## src/rtl/mem_arbiter.sv

```systemverilog
`timescale 1ns/1ps
// -----------------------------------------------------------------------------
// mem_arbiter
//
// Shares the single SoC memory/peripheral bus port among NUM_REQ masters
// (instruction fetch, data load/store, VGA framebuffer fetch). One transaction
// is outstanding at a time; the bus-side request fields are registered and
// held stable until the bus accepts them.
//
// Arbitration is round-robin: the scan for a winner starts at the priority
// pointer ptr, and ptr moves to the slot after the owner once its transaction
// completes (write accepted, or read data returned).
//
// Build option:
//   MEM_ARB_FIXED_PRIORITY_EN  when defined, ptr is ignored and never moves;
//                              the lowest-index requester always wins.
//
// Ports:
//   clk, rst_n            core clock, asynchronous active-low reset
//   req, req_we           per-requester request / write enable
//   req_addr/wdata/wmask  flattened per-requester fields, requester i at slice i
//   gnt                   one-hot accept pulse, combinational in the accept cycle
//   rvalid, rdata         one-hot read-valid pulse and shared read data
//   mem_req/we/addr/      registered bus request towards the bus decoder
//   mem_wdata/wmask
//   mem_ready             bus accepts mem_req this cycle
//   mem_rvalid, mem_rdata bus read return
//   busy                  high whenever a transaction is in flight
// -----------------------------------------------------------------------------
module mem_arbiter #(
  parameter int NUM_REQ    = 3,
  parameter int ADDR_WIDTH = 32,
  parameter int DATA_WIDTH = 32
) (
  input  logic                             clk,
  input  logic                             rst_n,
  input  logic [NUM_REQ-1:0]               req,
  input  logic [NUM_REQ-1:0]               req_we,
  input  logic [NUM_REQ*ADDR_WIDTH-1:0]    req_addr,
  input  logic [NUM_REQ*DATA_WIDTH-1:0]    req_wdata,
  input  logic [NUM_REQ*DATA_WIDTH/8-1:0]  req_wmask,
  output logic [NUM_REQ-1:0]               gnt,
  output logic [NUM_REQ-1:0]               rvalid,
  output logic [DATA_WIDTH-1:0]            rdata,
  output logic                             mem_req,
  output logic                             mem_we,
  output logic [ADDR_WIDTH-1:0]            mem_addr,
  output logic [DATA_WIDTH-1:0]            mem_wdata,
  output logic [DATA_WIDTH/8-1:0]          mem_wmask,
  input  logic                             mem_ready,
  input  logic                             mem_rvalid,
  input  logic [DATA_WIDTH-1:0]            mem_rdata,
  output logic                             busy
);

  localparam int MASK_W = DATA_WIDTH / 8;
  localparam int IDX_W  = $clog2(NUM_REQ);

  typedef enum logic [1:0] {
    IDLE    = 2'd0,
    ISSUE   = 2'd1,
    WAIT_RD = 2'd2
  } state_t;

  state_t             state;
  state_t             state_d;

  logic [IDX_W-1:0]   ptr;
  logic [IDX_W-1:0]   owner;
  logic [IDX_W-1:0]   owner_next;
  logic [IDX_W-1:0]   win;
  logic               found;
  logic [IDX_W:0]     cand;
  logic [IDX_W-1:0]   cand_idx;
  logic               accept;

  logic               sel_we;
  logic [ADDR_WIDTH-1:0] sel_addr;
  logic [DATA_WIDTH-1:0] sel_wdata;
  logic [MASK_W-1:0]  sel_wmask;

  // One-hot decode of a requester index.
  function automatic logic [NUM_REQ-1:0] idx_onehot(input logic [IDX_W-1:0] idx);
    logic [NUM_REQ-1:0] oh;
    oh = '0;
    for (int k = 0; k < NUM_REQ; k++) begin
      oh[k] = (idx == IDX_W'(k));
    end
    return oh;
  endfunction

  // Slot after the owner, wrapping at NUM_REQ (NUM_REQ need not be a power
  // of two, so a plain increment is not enough).
  assign owner_next = (owner == IDX_W'(NUM_REQ - 1)) ? '0 : owner + 1'b1;

  // Winner selection: first set request bit scanning from the start slot.
  // The candidate is kept one bit wider so ptr+k can exceed NUM_REQ-1
  // before the wrap subtraction.
  always_comb begin
    win      = '0;
    found    = 1'b0;
    cand     = '0;
    cand_idx = '0;
    for (int k = 0; k < NUM_REQ; k++) begin
`ifdef MEM_ARB_FIXED_PRIORITY_EN
      cand = (IDX_W+1)'(k);
`else
      cand = {1'b0, ptr} + (IDX_W+1)'(k);
      if (cand >= (IDX_W+1)'(NUM_REQ)) begin
        cand = cand - (IDX_W+1)'(NUM_REQ);
      end
`endif
      cand_idx = cand[IDX_W-1:0];
      if (!found && req[cand_idx]) begin
        found = 1'b1;
        win   = cand_idx;
      end
    end
  end

  // Field mux for the winning requester, with constant slice bases only.
  always_comb begin
    sel_we    = 1'b0;
    sel_addr  = '0;
    sel_wdata = '0;
    sel_wmask = '0;
    for (int k = 0; k < NUM_REQ; k++) begin
      if (win == IDX_W'(k)) begin
        sel_we    = req_we[k];
        sel_addr  = req_addr[k*ADDR_WIDTH +: ADDR_WIDTH];
        sel_wdata = req_wdata[k*DATA_WIDTH +: DATA_WIDTH];
        sel_wmask = req_wmask[k*MASK_W +: MASK_W];
      end
    end
  end

  assign accept = (state == ISSUE) && mem_req && mem_ready;
  assign busy   = (state != IDLE);

  // Next-state logic; gnt is a combinational pulse in the accept cycle.
  always_comb begin
    state_d = state;
    gnt     = '0;
    unique case (state)
      IDLE: begin
        if (found) begin
          state_d = ISSUE;
        end
      end
      ISSUE: begin
        if (accept) begin
          gnt     = idx_onehot(owner);
          state_d = mem_we ? IDLE : WAIT_RD;
        end
      end
      WAIT_RD: begin
        if (mem_rvalid) begin
          state_d = IDLE;
        end
      end
      default: state_d = IDLE;
    endcase
  end

  always_ff @(posedge clk or negedge rst_n) begin
    if (!rst_n) begin
      state <= IDLE;
    end else begin
      state <= state_d;
    end
  end

  // Request latch / bus drive / read return. The latched fields are the
  // committed request: later changes on req_* do not reach the bus.
  always_ff @(posedge clk or negedge rst_n) begin
    if (!rst_n) begin
      ptr       <= '0;
      owner     <= '0;
      mem_req   <= 1'b0;
      mem_we    <= 1'b0;
      mem_addr  <= '0;
      mem_wdata <= '0;
      mem_wmask <= '0;
      rvalid    <= '0;
      rdata     <= '0;
    end else begin
      rvalid <= '0;
      unique case (state)
        IDLE: begin
          if (found) begin
            owner     <= win;
            mem_req   <= 1'b1;
            mem_we    <= sel_we;
            mem_addr  <= sel_addr;
            mem_wdata <= sel_wdata;
            mem_wmask <= sel_wmask;
          end
        end
        ISSUE: begin
          if (accept) begin
            mem_req <= 1'b0;
`ifndef MEM_ARB_FIXED_PRIORITY_EN
            if (mem_we) begin
              ptr <= owner_next;
            end
`endif
          end
        end
        WAIT_RD: begin
          if (mem_rvalid) begin
            rvalid <= idx_onehot(owner);
            rdata  <= mem_rdata;
`ifndef MEM_ARB_FIXED_PRIORITY_EN
            ptr    <= owner_next;
`endif
          end
        end
        default: begin
          mem_req <= 1'b0;
        end
      endcase
    end
  end

endmodule

```

## config.mk

```make
export PLATFORM = sky130hd
export DESIGN_NAME = mem_arbiter
export DESIGN_NICKNAME = d
export VERILOG_FILES = /design/src/rtl/mem_arbiter.sv
export SDC_FILE = /design/constraint.sdc
export NUM_CORES = 1
export LEC_CHECK = 0
export CORE_MARGIN = 4
export CORE_UTILIZATION = 34
export DETAILED_ROUTE_END_ITERATION = 7
export GPL_TIMING_DRIVEN = 0
export PLACE_DENSITY = 0.78
export SLEW_MARGIN = 25
export SYNTH_ARGS = -nofsm -noshare
export SYNTH_HDL_FRONTEND = slang
export SYNTH_SLANG_ARGS = --single-unit
```

## constraint.sdc

```tcl
create_clock -name clk -period 2.49 [get_ports clk]
set_input_delay 0.3735 -clock clk [delete_from_list [all_inputs] [get_ports clk]]
set_output_delay 0.3735 -clock clk [all_outputs]
set_load 0.01 [all_outputs]
```

==> results_dict.tcl <==
set metrics [dict create \
    status "finished with violations" \
    violations "setup timing" \
    crit_fanout 10 \
    clk_pin_slew_ps 80 \
    critPathLaunch "ptr[0]" \
    grt.met3_usage 0.0573 \
    ys_types 42 \
    fin_crit_sh 1.03 \
    cp.required_ps 2710 \
    start_kind "flop" \
    synth_top_flop_cell "dfrtp_1" \
    power_frac_comb 0.659 \
    final_util 0.625 \
    grt-ovfl-total 0 \
    fin_nets 1107 \
    initial_core_util 0.346 \
    syn-instance-count 473 \
    synth.avg_cell_area_sq_um 12.1 \
    crit_end "mem_addr[31]" \
    fin_crit_ps 2570 \
    clockBufferDepth 2 \
    drtPass1Iterations 4 \
    grt_pass1_wl_um 30300 \
    crit_cells 11 \
    rsz0062_at_grt "yes" \
    path_common_cell "buf_12" \
    cap_violations 0 \
    cts_tree "yes" \
    core_sq_um 16500 \
    p_total_w 0.0138 \
    ys_seq_elements 111 \
    worstSetupPathType "reg2reg" \
    crit_buf_inv 4 \
    p_switching_w 0.00512 \
    die_area_sq_um 19000 \
    fin_ws_ps -76.1 \
    num_vias 5418 \
    finalMaxSlewViolations 0 \
    postRouteAntennaNets 0 \
    port_buffers 354 \
    slowest_stage "dfrtp_2" \
    cts_max_level 3 \
    p_int_w 0.00866 \
    die_y_um 138 \
    antenna_found_initial 0 \
    hp-class "reg2reg" \
    cts_root_buf "clkbuf_16" \
    routabilityCongestion 0.825 \
    p_leak_nw 4.24 \
    endpoint_kind "flop" \
    dpl.cell_count 1048 \
    drive_above_1_share 0.202 \
    cp_cell_sequence "inv_2 -> ha_4 -> buf_6 -> mux2_4 -> o2111ai_4 -> a21oi_4 -> nor2_4 -> buf_12 -> buf_12 -> mux2_2 -> a221o_1" \
    max_stage_delay_ps 430 \
    holdWs_ps 500 \
    use_met2 0.372 \
    worst_pin_slew_ps 567 \
    pin_count 355 \
    clock_latency_ps 340 \
    dp_hpwl_um 16300 \
    syn-num-nets 723 \
    wire_per_inst_um 19.2 \
    pwr-share-seq 0.232 \
    worstReg2RegStart "ptr[0]" \
    path_delay_family "multiplexers" \
    grt_use_total 0.208 \
    fmaxAchievable_mhz 390 \
    finalSetupViolations 49 \
    grtUsageMet1 0.240 \
    instances_no_fill 1082 \
    reg2regPathDepth 11 \
    max-slew-margin-rel 0.622 \
    grt_busiest_layer "met2" \
    max-vdd-ir-drop_v 0.000748 \
    clockPowerShare 0.110 \
    synth-edff-count 0 \
    cts.sinks 111 \
    rrSetupSlack_ps -80 \
    yosysWarnings 0 \
    area_growth_pct 80.4 \
    synth_seq_area_share 0.485 \
    drt_iter0_markers 256 \
    drc 0 \
    hold_viol_final 0 \
    powerDensity_nw_per_um2 1330 \
    grt_pass1_vias 5672 \
    via_per_inst 5.01 \
    postSynth.asyncResetShare 1.00 \
    skew_ps 6.75 \
    grt_max_degree 66 \
    dieWidth_um 138 \
    routed_wl_um 20800 \
    n_antenna_cell 0 \
    numCtsBuffers 9 \
    fin_setup_tns_ps -2110 \
    critPathArrivalTime_ps 2790 \
    placementRows 47 \
    r2r-end "mem_addr[31]" \
    syn_area_sq_um 5720 \
    switching_share 0.372 \
]
==> power by group through the flow <==
| stage | registers [W] | clock network (W) | logic [W] |
|---|---|---|---|
| 4_1_cts | 0.00319 | 0.00155 | 0.00892 |
| 3_3_place_gp | 0.00319 | 0 | 0.00801 |
| 3_5_place_dp | 0.00321 | 0 | 0.00812 |
| 6_report | 0.00319 | 0.00151 | 0.00907 |
| 5_1_grt | 0.00330 | 0.00163 | 0.00972 |
| 2_1_floorplan | 0.00352 | 0 | 0.00443 |
==> final cells by class <==
cell class,instances,area [sq um]
Multi-Input combinational cell,321,2900
Timing Repair Buffer,375,3750
Clock inverter,5,65.1
Tap cell,220,275
Fill cell,1306,6200
Clock buffer,11,243
Buffer,32,283
Sequential cell,111,2780
Inverter,7,26.3
==> flip-flops by register name, summed over array words and instances (netlist names) <==
name       flops
mem_addr      32
mem_wdata     32
rdata         32
mem_wmask      4
rvalid         3
owner          2
ptr            2
state          2
mem_req        1
mem_we         1
==> synth_stat cells, types with 5 or more instances <==
cell | count | area share
mux2_2 | 80 | 0.16
clkbuf_1 | 16 | 0.010
nand3b_1 | 5 | 0.0066
dfrtp_1 | 111 | 0.49
nand2_1 | 27 | 0.018
inv_1 | 7 | 0.0046
a221o_1 | 50 | 0.087
nor2_1 | 9 | 0.0059
buf_2 | 5 | 0.0044
nand3_1 | 18 | 0.016
buf_6 | 11 | 0.022
mux2i_1 | 20 | 0.035
o211ai_1 | 20 | 0.026
and2_1 | 49 | 0.054
==> worst min path at each step <==
| stage | endpoint | startpoint | cells past startpoint | slack, ps |
|---|---|---|---|---|
| after floorplan | mem_addr[0] | rst_n | 0 | 80 |
| after global placement | mem_addr[4] | mem_addr[4] | 2 | 480 |
| after detailed placement | mem_wdata[0] | rst_n | 1 | 340 |
| after CTS | mem_wdata[25] | mem_wdata[25] | 2 | 500 |
| after global routing | rdata[26] | rdata[26] | 1 | 510 |
| final | mem_wdata[27] | mem_wdata[27] | 2 | 500 |
==> placed cells by master, fill, tap and decap left out, types with 9 or more instances in the layout <==
| cell type | count |
|---|---|
| and2_1 | 49 |
| buf_6 | 11 |
| clkbuf_16 | 9 |
| nand3_1 | 18 |
| mux2_2 | 66 |
| dfrtp_1 | 109 |
| mux2i_1 | 15 |
| clkdlybuf4s50_1 | 353 |
| mux2_4 | 17 |
| a221o_1 | 50 |
| o211ai_1 | 20 |
| buf_4 | 16 |
| nand2_1 | 27 |
==> layer usage <==
layer / vias up / part of all wire
li1: 2538 / -
met1: 2631 / 0.38
met2: 219 / 0.51
met3: 30 / 0.091
met4: 0 / 0.023
met5: - / 0
==> cells by family (layout without fill, tap and decap cells) <==
kind of cell / count (synthesis) / in the layout / share of synthesized area
flip-flops: 111 / 111 / 0.485
AND/OR/NAND/NOR: 119 / 119 / 0.113
adder cells (fa/ha/maj): 4 / 4 / 0.00874
AO/OA/AOI/OAI: 93 / 93 / 0.146
buffers and inverters: 41 / 430 / 0.0437
multiplexers: 105 / 105 / 0.203
==> what timing repair did <==
| item | 4_1_cts | 5_1_grt |
|---|---|---|
| pin swaps | 7 | 4 |
| setup buffers | 18 | 0 |
| hold buffers | 1 | 0 |
| gates resized for setup | 52 | 32 |
| endpoints found under the setup margin | 72 | 70 |
| gates cloned | 1 | 0 |
| endpoints found under the hold margin | 46 | 0 |
==> through the flow <==
stage / worst slack, ps / instance area (sq um)
after global placement: -3500 / 9550
after global routing: -189 / 10300
final: -76.1 / 10300
after detailed placement: -501 / 9580
after CTS: -72.9 / 10200
after floorplan: 10.7 / 5730
==> worst min-delay path, delay by kind of cell (launching register included) <==
kind | cells | cell delay, ps
simple gates | 1 | 50
flops | 1 | 340
compound gates | 1 | 70
No activity file was read; power rests on OpenSTA's default activity.
==> RTL edit: new RTL, same settings <==
`DATA_WIDTH`: 32 -> 40.
--- a/src/rtl/mem_arbiter.sv
+++ b/src/rtl/mem_arbiter.sv
@@ -30,7 +30,7 @@
 module mem_arbiter #(
   parameter int NUM_REQ    = 3,
   parameter int ADDR_WIDTH = 32,
-  parameter int DATA_WIDTH = 32
+  parameter int DATA_WIDTH = 40
 ) (
   input  logic                             clk,
   input  logic                             rst_n,
Interface: changed (6 resized); port bits go from 355 to 407. No check against the original RTL was run, so the function may have changed too.
==> RTL edit against the original RTL <==
- the flow still finishes with violations (negative setup slack)
- total power is 31% higher
- design area is 27% higher
- via count is 21% higher
- routed wire length is 38% higher
- sequential cell count is 17 higher
- die area is 17% higher
- area after synthesis is 19% higher
- worst setup slack better by 0.072 ns
- critical path type unchanged
- critical endpoint is now mem_wdata[14]
- largest cell class unchanged
- largest power group unchanged
==> RTL edit: results (changes against the original RTL) <==
status: finished, violations left
failing checks: negative setup slack
cell family with most CP delay: buffers and inverters
Global Route met2 Usage: 43.4% (+6.2 points)
WL/cell: 21.6 µm (+12%)
DP Worst Slack: -0.556 ns (-0.0549 ns)
maximum VDD drop: 0.735 mV (-1.7%)
hold crit path type: in -> async
first-pass GRT wire length: 39600 µm (+31%)
FF-to-FF End: mem_wdata[14]
Worst Tran Pin Value: 0.594 ns (+0.0262 ns)
Yosys cell types: 43 (+2.4%)
Largest stage delay, worst path: 0.40 ns (-0.03 ns)
initial antenna violation count: 2 (+2)
CP max FO: 7 (-3)
share of post-route cells with drive strength above 1: 25.4% (+5.2 points)
Root Driver: clkbuf_16
Iteration-0 DRC Markers: 188 (-27%)
syn nets: 881 (+22%)
DR vias/cell: 4.92 (-1.8%)
final WL: 28800 µm (+38%)
Placed Area: 11200 µm² (+17%)
synth cell count leaders: 128 x dfrtp_1, 91 x nand2_1, 84 x inv_1
largest net degree at the start of global routing: 70 (+6.1%)
met2 wire length: 15300 µm (+45%)
Port Buffers: 406 (+15%)
top cells by area, synth: dfrtp_1 47%, mux2i_1 12%, o221ai_2 11%
launch point of the worst reg-to-reg path: ptr[0]
# H-tree levels: 4 (+1)
warnings from Yosys: 0 (unchanged)
register area share after synthesis: 47.2% (-1.3 points)
Placed Instances: 1268 (+21%)
gpl congestion: 0.815 (-1.2%)
CP max-delay cell: dfrtp_1
met1 WL: 10000 µm (+27%)
leak pwr: 5.59 nW (+32%)
r2r setup slk: -0.005 ns (+0.07 ns)
post-synthesis cell count: 596 (+26%)
HPWL Detailed: 20800 µm (+28%)
vias in the first global route: 7026 (+24%)
Fillers: 1480 (+13%)
Final WS setup: -0.00453 ns (+0.0716 ns)
uppermost routed layer: met4
Crit path arrival time: 2.81 ns (+0.02 ns)
CTS buffer count: 17 (+8)
1st-pass router iterations: 5 (+1)
Worst-path clk slew: 0.06 ns (-0.02 ns)
nets@finish: 1339 (+21%)
prevailing post-synth register cell: dfrtp_1
count of endpoints failing setup in the final report: 1 (-98%)
grt met1 use: 24.2% (+0.23 points)
M3 GR Usage: 10.2% (+4.5 points)
worst skew pair latency: 0.42 ns (+0.08 ns)
Largest regs: mem_wdata (40), rdata (40), mem_addr (32)
Worst R2R Path Depth: 11 (unchanged)
WHS: 0.474 ns (-0.0261 ns)
Clock Skew: 0.00780 ns (+0.00104 ns)
Total GRT Usage: 23.4% (+2.6 points)
met3 WL: 2700 µm (+43%)
[RTL edit: cell type report]
type / instances / area share (%)
inverter: 84 / 2.40
sequential: 128 / 24.4
tap: 265 / 2.53
antenna: 2 / 0.0381
clock inverter: 12 / 1.40
timing repair buffer: 440 / 34.4
buffer: 39 / 3.75
clock buffer: 19 / 3.37
multi-input combinational: 344 / 27.7
[RTL edit: metrics by stage]
step                TNS [ns]  power (mW)  utilization, %
floorplan                  0        8.57               -
global placement     -584.19        12.3            57.3
detailed placement    -29.84        12.4            57.4
CTS                  -0.0107        16.4            63.4
global route           -2.10        18.9            67.2
finish              -0.00453        18.0            67.2
[RTL edit: timing repair]
item,4_1_cts,5_1_grt
pin swaps,6,15
gates resized for setup,89,105
hold endpoints to repair,59,0
buffers inserted,12,9
gates cloned,3,9
hold buffers,1,0
setup endpoints to repair,81,81
[RTL edit: power by group]
part	internal (mW)	total [mW]	switching [mW]
clock network	1.71	2.70	0.988
logic	6.45	11.6	5.12
registers	3.12	3.71	0.592
[RTL edit: worst max path at each step]
stage / start / end / slack (ns)
finish: ptr[0] / mem_wdata[14] / -0.005
global placement: rst_n / rdata[39] / -4.37
global route: ptr[1] / mem_wdata[14] / -0.08
detailed placement: ptr[0] / mem_addr[6] / -0.56
floorplan: ptr[0] / mem_wdata[10] / 0.16
CTS: ptr[0] / mem_addr[1] / -0.005
[RTL edit: kinds of logic (layout without fill, tap and decap cells)]
kind of cell / count (synthesis) / count (layout) / synth area share (%)
DFF: 128 / 128 / 47.2
buffers and inverters: 124 / 594 / 8.85
and+or+nand+nor: 123 / 123 / 7.95
muxes: 120 / 120 / 18.4
AOI/OAI and AO/OA: 97 / 97 / 16.8
adders and majority gates: 4 / 4 / 0.738
other: 0 / 2 / 0
